==> config.mk <==
export PLATFORM = sky130hd
export DESIGN_NAME = control_stage
export DESIGN_NICKNAME = d
export VERILOG_FILES = /design/src/rtl/control_stage.sv
export SDC_FILE = /design/constraint.sdc
export NUM_CORES = 1
export LEC_CHECK = 0
export CAP_MARGIN = 20
export CORE_UTILIZATION = 43
export DETAILED_ROUTE_END_ITERATION = 10
export MAX_ROUTING_LAYER = met4
export PLACE_DENSITY = 0.82
export SLEW_MARGIN = 25
export SYNTH_ARGS = -nofsm -noshare
export SYNTH_HDL_FRONTEND = slang
export SYNTH_SLANG_ARGS = --single-unit
==> constraint.sdc <==
create_clock -name i_clock -period 2.3 [get_ports i_clock]
set_clock_uncertainty 0.1 [all_clocks]
set_input_delay 0.46 -clock i_clock [delete_from_list [all_inputs] [get_ports i_clock]]
set_output_delay 0.46 -clock i_clock [all_outputs]
set_load 0.02 [all_outputs]
==> src/rtl/control_stage.sv <==
// control_stage: ID-stage control decoder with a registered ID/EX control bundle.
// Handles stall/flush, squashes a configurable number of instructions after a
// jump, flags unknown opcodes, and runs a halt -> drain -> halted sequence.
module control_stage #(
    parameter int                  NB_DATA      = 32,
    parameter int                  NB_OPCODE    = 6,
    parameter int                  NB_FUNCTION  = 6,
    parameter logic [NB_OPCODE-1:0] HALT_OPCODE = 6'b111111,
    parameter int                  DRAIN_CYCLES = 4,
    parameter int                  N_SQUASH     = 1
) (
    input  logic                 i_clock,
    input  logic                 i_reset,
    input  logic [NB_DATA-1:0]   i_instruction,
    input  logic                 i_valid,
    input  logic                 i_stall,
    input  logic                 i_flush,
    output logic                 o_valid,
    output logic [1:0]           o_alu_op,
    output logic                 o_alu_src,
    output logic                 o_reg_dst,
    output logic                 o_branch,
    output logic                 o_mem_read,
    output logic                 o_mem_write,
    output logic                 o_mem_to_reg,
    output logic                 o_reg_write,
    output logic [1:0]           o_jump,
    output logic                 o_flush,
    output logic [NB_OPCODE-1:0] o_opcode,
    output logic                 o_illegal,
    output logic                 o_halted
);

    // Drain counter must hold DRAIN_CYCLES-1.
    localparam int NB_DRAIN = (DRAIN_CYCLES > 2) ? $clog2(DRAIN_CYCLES) : 1;

    localparam logic [NB_OPCODE-1:0] OP_RTYPE = NB_OPCODE'(6'b000000);
    localparam logic [NB_OPCODE-1:0] OP_J     = NB_OPCODE'(6'b000010);
    localparam logic [NB_OPCODE-1:0] OP_JAL   = NB_OPCODE'(6'b000011);
    localparam logic [NB_OPCODE-1:0] OP_BEQ   = NB_OPCODE'(6'b000100);
    localparam logic [NB_OPCODE-1:0] OP_BNE   = NB_OPCODE'(6'b000101);
    localparam logic [NB_OPCODE-1:0] OP_ADDI  = NB_OPCODE'(6'b001000);
    localparam logic [NB_OPCODE-1:0] OP_SLTI  = NB_OPCODE'(6'b001010);
    localparam logic [NB_OPCODE-1:0] OP_ANDI  = NB_OPCODE'(6'b001100);
    localparam logic [NB_OPCODE-1:0] OP_ORI   = NB_OPCODE'(6'b001101);
    localparam logic [NB_OPCODE-1:0] OP_XORI  = NB_OPCODE'(6'b001110);
    localparam logic [NB_OPCODE-1:0] OP_LUI   = NB_OPCODE'(6'b001111);
    localparam logic [NB_OPCODE-1:0] OP_LB    = NB_OPCODE'(6'b100000);
    localparam logic [NB_OPCODE-1:0] OP_LH    = NB_OPCODE'(6'b100001);
    localparam logic [NB_OPCODE-1:0] OP_LW    = NB_OPCODE'(6'b100011);
    localparam logic [NB_OPCODE-1:0] OP_LBU   = NB_OPCODE'(6'b100100);
    localparam logic [NB_OPCODE-1:0] OP_LHU   = NB_OPCODE'(6'b100101);
    localparam logic [NB_OPCODE-1:0] OP_LWU   = NB_OPCODE'(6'b100111);
    localparam logic [NB_OPCODE-1:0] OP_SB    = NB_OPCODE'(6'b101000);
    localparam logic [NB_OPCODE-1:0] OP_SH    = NB_OPCODE'(6'b101001);
    localparam logic [NB_OPCODE-1:0] OP_SW    = NB_OPCODE'(6'b101011);

    localparam logic [NB_FUNCTION-1:0] FN_JR   = NB_FUNCTION'(6'b001000);
    localparam logic [NB_FUNCTION-1:0] FN_JALR = NB_FUNCTION'(6'b001001);

    typedef enum logic [1:0] {
        ST_RUN    = 2'd0,
        ST_DRAIN  = 2'd1,
        ST_HALTED = 2'd2
    } state_t;

    typedef struct packed {
        logic                 valid;
        logic [1:0]           alu_op;
        logic                 alu_src;
        logic                 reg_dst;
        logic                 branch;
        logic                 mem_read;
        logic                 mem_write;
        logic                 mem_to_reg;
        logic                 reg_write;
        logic [1:0]           jump;
        logic                 flush;
        logic [NB_OPCODE-1:0] opcode;
        logic                 illegal;
    } bundle_t;

    state_t               state_reg,  state_next;
    bundle_t              bundle_reg, bundle_next;
    bundle_t              dec_bundle;
    logic                 dec_halt;
    logic [1:0]           squash_reg, squash_next;
    logic [NB_DRAIN-1:0]  drain_reg,  drain_next;
    logic                 halted_reg, halted_next;

    logic [NB_OPCODE-1:0]   instr_opcode;
    logic [NB_FUNCTION-1:0] instr_funct;
    logic                   unused_instr_bits;

    assign instr_opcode      = i_instruction[NB_DATA-1 -: NB_OPCODE];
    assign instr_funct       = i_instruction[NB_FUNCTION-1:0];
    // Register/immediate fields are consumed by other stages, not here.
    assign unused_instr_bits = ^i_instruction[NB_DATA-NB_OPCODE-1:NB_FUNCTION];

    // Pure decode of the presented instruction; unknown opcodes yield a bubble
    // with only the illegal flag set.
    always_comb begin
        dec_bundle = '0;
        dec_halt   = 1'b0;
        if (instr_opcode == HALT_OPCODE) begin
            dec_halt = 1'b1;
        end else begin
            case (instr_opcode)
                OP_RTYPE: begin
                    dec_bundle.valid  = 1'b1;
                    dec_bundle.opcode = NB_OPCODE'(instr_funct);
                    if (instr_funct == FN_JALR) begin
                        dec_bundle.reg_dst   = 1'b1;
                        dec_bundle.reg_write = 1'b1;
                        dec_bundle.jump      = 2'b10;
                        dec_bundle.flush     = 1'b1;
                    end else if (instr_funct == FN_JR) begin
                        dec_bundle.jump  = 2'b11;
                        dec_bundle.flush = 1'b1;
                    end else begin
                        dec_bundle.reg_dst   = 1'b1;
                        dec_bundle.alu_op    = 2'b10;
                        dec_bundle.reg_write = 1'b1;
                    end
                end
                OP_ADDI, OP_ANDI, OP_ORI, OP_XORI, OP_SLTI, OP_LUI: begin
                    dec_bundle.valid     = 1'b1;
                    dec_bundle.alu_op    = 2'b10;
                    dec_bundle.alu_src   = 1'b1;
                    dec_bundle.reg_write = 1'b1;
                    case (instr_opcode)
                        OP_ANDI: dec_bundle.opcode = NB_OPCODE'(6'b100100);
                        OP_ORI:  dec_bundle.opcode = NB_OPCODE'(6'b100101);
                        OP_XORI: dec_bundle.opcode = NB_OPCODE'(6'b100110);
                        OP_SLTI: dec_bundle.opcode = NB_OPCODE'(6'b101010);
                        OP_LUI:  dec_bundle.opcode = NB_OPCODE'(6'b001111);
                        default: dec_bundle.opcode = NB_OPCODE'(6'b001000);
                    endcase
                end
                OP_BEQ, OP_BNE: begin
                    dec_bundle.valid  = 1'b1;
                    dec_bundle.branch = 1'b1;
                    dec_bundle.alu_op = 2'b01;
                    dec_bundle.opcode = (instr_opcode == OP_BEQ) ? NB_OPCODE'(6'b100011)
                                                                 : NB_OPCODE'(6'b100010);
                end
                OP_J: begin
                    dec_bundle.valid  = 1'b1;
                    dec_bundle.jump   = 2'b01;
                    dec_bundle.flush  = 1'b1;
                    dec_bundle.opcode = OP_J;
                end
                OP_JAL: begin
                    dec_bundle.valid     = 1'b1;
                    dec_bundle.reg_dst   = 1'b1;
                    dec_bundle.reg_write = 1'b1;
                    dec_bundle.jump      = 2'b01;
                    dec_bundle.flush     = 1'b1;
                    dec_bundle.opcode    = OP_JAL;
                end
                OP_LB, OP_LBU, OP_LH, OP_LHU, OP_LW, OP_LWU: begin
                    dec_bundle.valid      = 1'b1;
                    dec_bundle.mem_read   = 1'b1;
                    dec_bundle.mem_to_reg = 1'b1;
                    dec_bundle.alu_src    = 1'b1;
                    dec_bundle.reg_write  = 1'b1;
                    dec_bundle.opcode     = instr_opcode;
                end
                OP_SB, OP_SH, OP_SW: begin
                    dec_bundle.valid     = 1'b1;
                    dec_bundle.mem_write = 1'b1;
                    dec_bundle.alu_src   = 1'b1;
                    dec_bundle.opcode    = instr_opcode;
                end
                default: begin
                    dec_bundle.illegal = 1'b1;
                end
            endcase
        end
    end

    // Next-state: flush > stall > squash > accept; drain/halted force bubbles.
    always_comb begin
        state_next  = state_reg;
        bundle_next = bundle_reg;
        squash_next = squash_reg;
        drain_next  = drain_reg;
        halted_next = halted_reg;
        case (state_reg)
            ST_RUN: begin
                if (i_flush) begin
                    bundle_next = '0;
                    squash_next = 2'd0;
                end else if (i_stall) begin
                    bundle_next = bundle_reg;
                end else if (squash_reg != 2'd0) begin
                    bundle_next = '0;
                    if (i_valid) begin
                        squash_next = squash_reg - 2'd1;
                    end
                end else if (i_valid) begin
                    if (dec_halt) begin
                        bundle_next = '0;
                        state_next  = ST_DRAIN;
                        drain_next  = NB_DRAIN'(DRAIN_CYCLES - 1);
                    end else begin
                        bundle_next = dec_bundle;
                        if (dec_bundle.flush) begin
                            squash_next = 2'(N_SQUASH);
                        end
                    end
                end else begin
                    bundle_next = '0;
                end
            end
            ST_DRAIN: begin
                bundle_next = '0;
                if (!i_stall) begin
                    if (drain_reg == '0) begin
                        state_next  = ST_HALTED;
                        halted_next = 1'b1;
                    end else begin
                        drain_next = drain_reg - NB_DRAIN'(1);
                    end
                end
            end
            ST_HALTED: begin
                bundle_next = '0;
                halted_next = 1'b1;
            end
            default: begin
                state_next  = ST_RUN;
                bundle_next = '0;
            end
        endcase
    end

    // ID/EX register, FSM state and counters with synchronous reset.
    always_ff @(posedge i_clock) begin
        if (i_reset) begin
            state_reg  <= ST_RUN;
            bundle_reg <= '0;
            squash_reg <= 2'd0;
            drain_reg  <= '0;
            halted_reg <= 1'b0;
        end else begin
            state_reg  <= state_next;
            bundle_reg <= bundle_next;
            squash_reg <= squash_next;
            drain_reg  <= drain_next;
            halted_reg <= halted_next;
        end
    end

    assign o_valid      = bundle_reg.valid;
    assign o_alu_op     = bundle_reg.alu_op;
    assign o_alu_src    = bundle_reg.alu_src;
    assign o_reg_dst    = bundle_reg.reg_dst;
    assign o_branch     = bundle_reg.branch;
    assign o_mem_read   = bundle_reg.mem_read;
    assign o_mem_write  = bundle_reg.mem_write;
    assign o_mem_to_reg = bundle_reg.mem_to_reg;
    assign o_reg_write  = bundle_reg.reg_write;
    assign o_jump       = bundle_reg.jump;
    assign o_flush      = bundle_reg.flush;
    assign o_opcode     = bundle_reg.opcode;
    assign o_illegal    = bundle_reg.illegal;
    assign o_halted     = halted_reg;

endmodule

# Yosys cells after proc, flatten, opt, wreduce, memory -nomap -nowiden
# Cells that the tools add are included.
# word_totals
ff_bits	27
inputBits	37
output_inout_bits	21
elab_cells	127
# classes
n_addsub	2
n_eq_ne	34
n_mux	50
bitwise_logic	2
reduce_logical	22
# ops
cell	n
two-way mux 20 bit	4
== test 6 bit, second input constant	10
== test 6 x 4 -> 1 bit, second input constant	8
two-way mux 2 bit	23
one-hot mux 6 bit (6 select lines)	1
one-hot mux 6 bit (5 select lines)	1
OR reduction 20 bit	1
inequality test 2 bit, second input constant	8
AND reduction 8 bit	2
OR reduction 15 bit	1
OR reduction 13 bit	1
== test 6 x 2 -> 1 bit, second input constant	2
== test 6 x 3 -> 1 bit, second input constant	2
two-way mux 1 bit	12
one-hot mux 2 bit (3 select lines)	2
OR reduction 6 bit	2
OR reduction 9 bit	1
nonzero test 2 bit	4
logical NOT 6 bit	1
one-hot mux 1 bit (2 select lines)	3
one-hot mux 3 bit (2 select lines)	1
OR reduction 3 bit	2
AND reduction 5 bit	1
logical NOT 2 bit	2
12 further kinds	15

# Logic depth before layout (Yosys ltp)
# depth
word_depth	11
depth_mapped	6
ltp_nobuf	6

# Worst setup path after synthesis
# Ideal clock, no wire load.
# synth_path
path_kind	input to register
startpoint	input port i_stall
endpoint	register bundle_reg (netlist bit o_opcode[0])
setup_time_ns	0.086
t_arrival_ns	1.764
required_time_ns	2.114
slack_ns	0.350
stages	6
n_path_buf	2
cell_sequence	buf_6 > or4b_4 > o21ba_4 > buf_6 > nand2b_4 > a221oi_2
# synth_rtl
item	line	source
start: declaration	16	input logic i_stall,
end signal: assignment	248	bundle_reg <= bundle_next;
end: declaration	84	bundle_t bundle_reg, bundle_next;

# Worst setup path in the final report
# layout_path
startpoint	input port i_instruction[2]
endpoint	register bundle_reg (netlist bit o_reg_write)
# layout_between
elab_chain_cells	8
word_cells_on_any_way	9
cone_classes	eq/ne (2); mux (7)
# layout_rtl
item	line	source
start: declaration	14	input logic [NB_DATA-1:0] i_instruction,
== test 6 x 4 -> 1 bit	117	end else if (instr_funct == FN_JR) begin
two-way mux 1 bit	117	
two-way mux 4 bit (*)	112	if (instr_funct == FN_JALR) begin
one-hot mux 1 bit (2 select lines) (*)	108	case (instr_opcode)
two-way mux 20 bit (*)	105	if (instr_opcode == HALT_OPCODE) begin
two-way mux 20 bit (*)	202	if (dec_halt) begin
two-way mux 20 bit (*)	201	end else if (i_valid) begin
two-way mux 20 bit (*)	196	end else if (squash_reg != 2'd0) begin
# Every way passes the cells marked *; elsewhere a longest branch is shown, timed or not.
# A chain may end at the register's enable or synchronous reset.

==> impl_metrics.tcl <==
set metrics [dict create \
    cts_made_buffers 3 \
    cts_setup_buffers 0 \
    die_w_um 60.1 \
    ir_drop_v 0.000442 \
    core_area_sq_um 3130 \
    path_buf_inv 1 \
    grtUsageMet2_pct 41.4 \
    cts_buffer_depth 2 \
    grt_max_degree 25 \
    post-route-period-util_pct 93.7 \
    dp_slack_ns -0.216 \
    drt-total-wl_um 3800 \
    dr.pass1.iters 4 \
    async_flop_share_pct 0 \
    hold_violations 0 \
    setup_viol 0 \
    drv_slew 0 \
    top_usage_layer "met2" \
    clockRootBuffer "clkbuf_4" \
    met1_usage_pct 29.2 \
    crit_path_start "i_instruction[2]" \
    setup.worst_path.end_class "flop" \
    ys_seq_area_share_pct 35.8 \
    finalCriticalPeriod_ns 2.15 \
    clock_sinks 26 \
    synthCells 185 \
    synth_common_cells "dfxtp_1, a21oi_1, nand2_1, nor2_1, o21ai_0" \
    routedWlPerCell_um 13.5 \
    start_kind "primary input" \
    syn2layout_area_growth_pct 40.8 \
    drc 0 \
    num_rows 20 \
    crit_required_ns 2.43 \
    hold_buffers 0 \
    critPathKind "in2reg" \
    grt_remaining_overflow 0 \
    grt_usage_pct 24.0 \
    p_per_area_nw_per_um2 459 \
    crit_family "simple AND/OR/NAND/NOR gates" \
    syn_area_sq_um 1450 \
    vias_per_cell 5.53 \
    cp.arrival_ns 2.29 \
    placedCellCount 277 \
    crit_top_cell "a21oi_1" \
    syn_area_per_cell_sq_um 7.85 \
    dieArea_sq_um 3610 \
    clock_latency_ns 0.32 \
    synth_edf_count 0 \
    tns_ns 0 \
    synth.distinct_cells 44 \
    hold_start "o_halted" \
    io-pin-count 58 \
    layout-drive-gt1-share_pct 15.6 \
    largest_register_ffs 6 \
    ys_top_cells_by_area "dfxtp_1, a21oi_1, nand2_1" \
    htreeDepth 1 \
    syn_nets 223 \
    cts_tree "yes" \
    slowest_stage "or4b_2" \
    globalRouteMet3Util_pct 4.11 \
    yosysMostFrequentCell "dfxtp_1" \
    n_antenna_cell 0 \
    grt_pass1_wl_um 6350 \
    setup_ws_ns 0.146 \
    hold_path_class "reg2reg" \
    nFillCells 277 \
    clkTransAtPathRegs_ns 0.15 \
    postRouteAntennaNets 0 \
    status "finished, final reports clean" \
    ys_ff_latch 26 \
    place_congestion 0.925 \
    initial_core_util_pct 46.4 \
    max_freq_ghz 0.464 \
    cp_max_fo 4 \
    finalNonFillerCells 281 \
    place.port_buffers 37 \
    grt_antenna_before_repair 0 \
    cp_slowest_stage_delay_ns 0.74 \
    relSlewSlack_pct 63.5 \
    rsz0062_at_grt "no" \
    vias 1553 \
    r2r_start "squash_reg[1]" \
    timing.critical_path.cells "clkdlybuf4s50_1 > or4b_2 > o31ai_1 > a21oi_1 > o21ai_0 > a21oi_1" \
    synth_warnings 0 \
    grt_pass1_vias 1410 \
    nets 276 \
    worst_pin_slew_ns 0.542 \
    cap_violations 0 \
    hpwlAfterDp_um 2900 \
    die_h_um 60.1 \
    drtIter0Drc 95 \
    synth_top_cell_by_area "dfxtp_1" \
    synth-main-ff-cell "dfxtp_1" \
    cts.repair.resized 0 \
    synth_top_area_share_pct 35.8 \
    leakage_uw 0.000751 \
    fin_worst_hold_slack_ns 0.359 \
]
==> metrics by stage <==
stage	util, %	instance area (sq um)	power (uW)
final	65.4	2050	939
after floorplan	-	1450	551
after CTS	65.4	2050	940
after global placement	63.7	1990	631
after detailed placement	63.7	1990	632
after global routing	65.4	2050	977
==> where the power goes <==
| part | internal (uW) | total [uW] | switching, uW |
|---|---|---|---|
| Sequential | 453 | 454 | 1.40 |
| Clock | 176 | 315 | 139 |
| Combinational | 83.1 | 170 | 86.5 |
==> layout make-up <==
cell class	count	area, sq um	area share [%]
clock buffers	3	22.5	1.10
clock inverters	1	30.0	1.47
inverters	6	22.5	1.10
multi-input cells	139	837	40.9
well taps	44	55.1	2.69
repair buffers	62	558	27.3
flip-flops and latches	26	520	25.4
==> path summary, 6_finish.rpt <==
check / end / slack, ns / cells after the start
setup reg to reg: o_jump[0] / 0.52 / 5
setup / recovery: o_reg_write / 0.15 / 6
hold reg to reg: o_halted / 0.36 / 2
hold / removal: o_halted / 0.36 / 2
==> metal layers <==
layer	share of wire, %	wire, um
met5	0	0
met4	0.32	12
met3	3.7	140
met2	52	1970
met1	44	1680
==> logic make-up (layout without fill, tap and decap cells) <==
kind of cell | Yosys count | in the layout | share of synthesized area, %
buffers and inverters | 20 | 72 | 6.55
adder cells (fa/ha/maj) | 1 | 1 | 0.861
flip-flops | 26 | 26 | 35.8
AND/OR/NAND/NOR | 76 | 76 | 27.5
AO/OA/AOI/OAI | 58 | 58 | 26.7
XOR/XNOR | 2 | 2 | 1.21
multiplexers | 2 | 2 | 1.38
==> worst min-delay path: cells and delay by family (launching register included) <==
| kind | cells | cell delay, ns |
|---|---|---|
| DFF | 1 | 0.34 |
| buffers and inverters | 1 | 0.05 |
| AOI/OAI and AO/OA | 1 | 0.05 |
==> cells in the final DEF (no fill, tap or decap), types with 2 or more instances in the layout <==
master           netlist  layout
clkdlybuf4s50_1        0      37
dfxtp_1               26      26
buf_4                  1      25
nand2_1               21      21
a21oi_1               21      21
nor2_1                18      18
o21ai_0               11      11
inv_1                  6       6
nor2b_1                5       5
o31ai_1                5       5
nor3_1                 5       5
nand3_1                5       5
a22oi_1                4       4
nor4_1                 4       4
nand2b_1               3       3
nand3b_1               3       3
a211oi_1               3       3
clkbuf_4               0       3
a31oi_1                2       2
nor3b_1                2       2
nand4_1                2       2
mux2i_1                2       2
a221oi_2               2       2
a32oi_1                2       2
xor2_1                 2       2
Note: power is estimated with default switching activity, not from simulation.
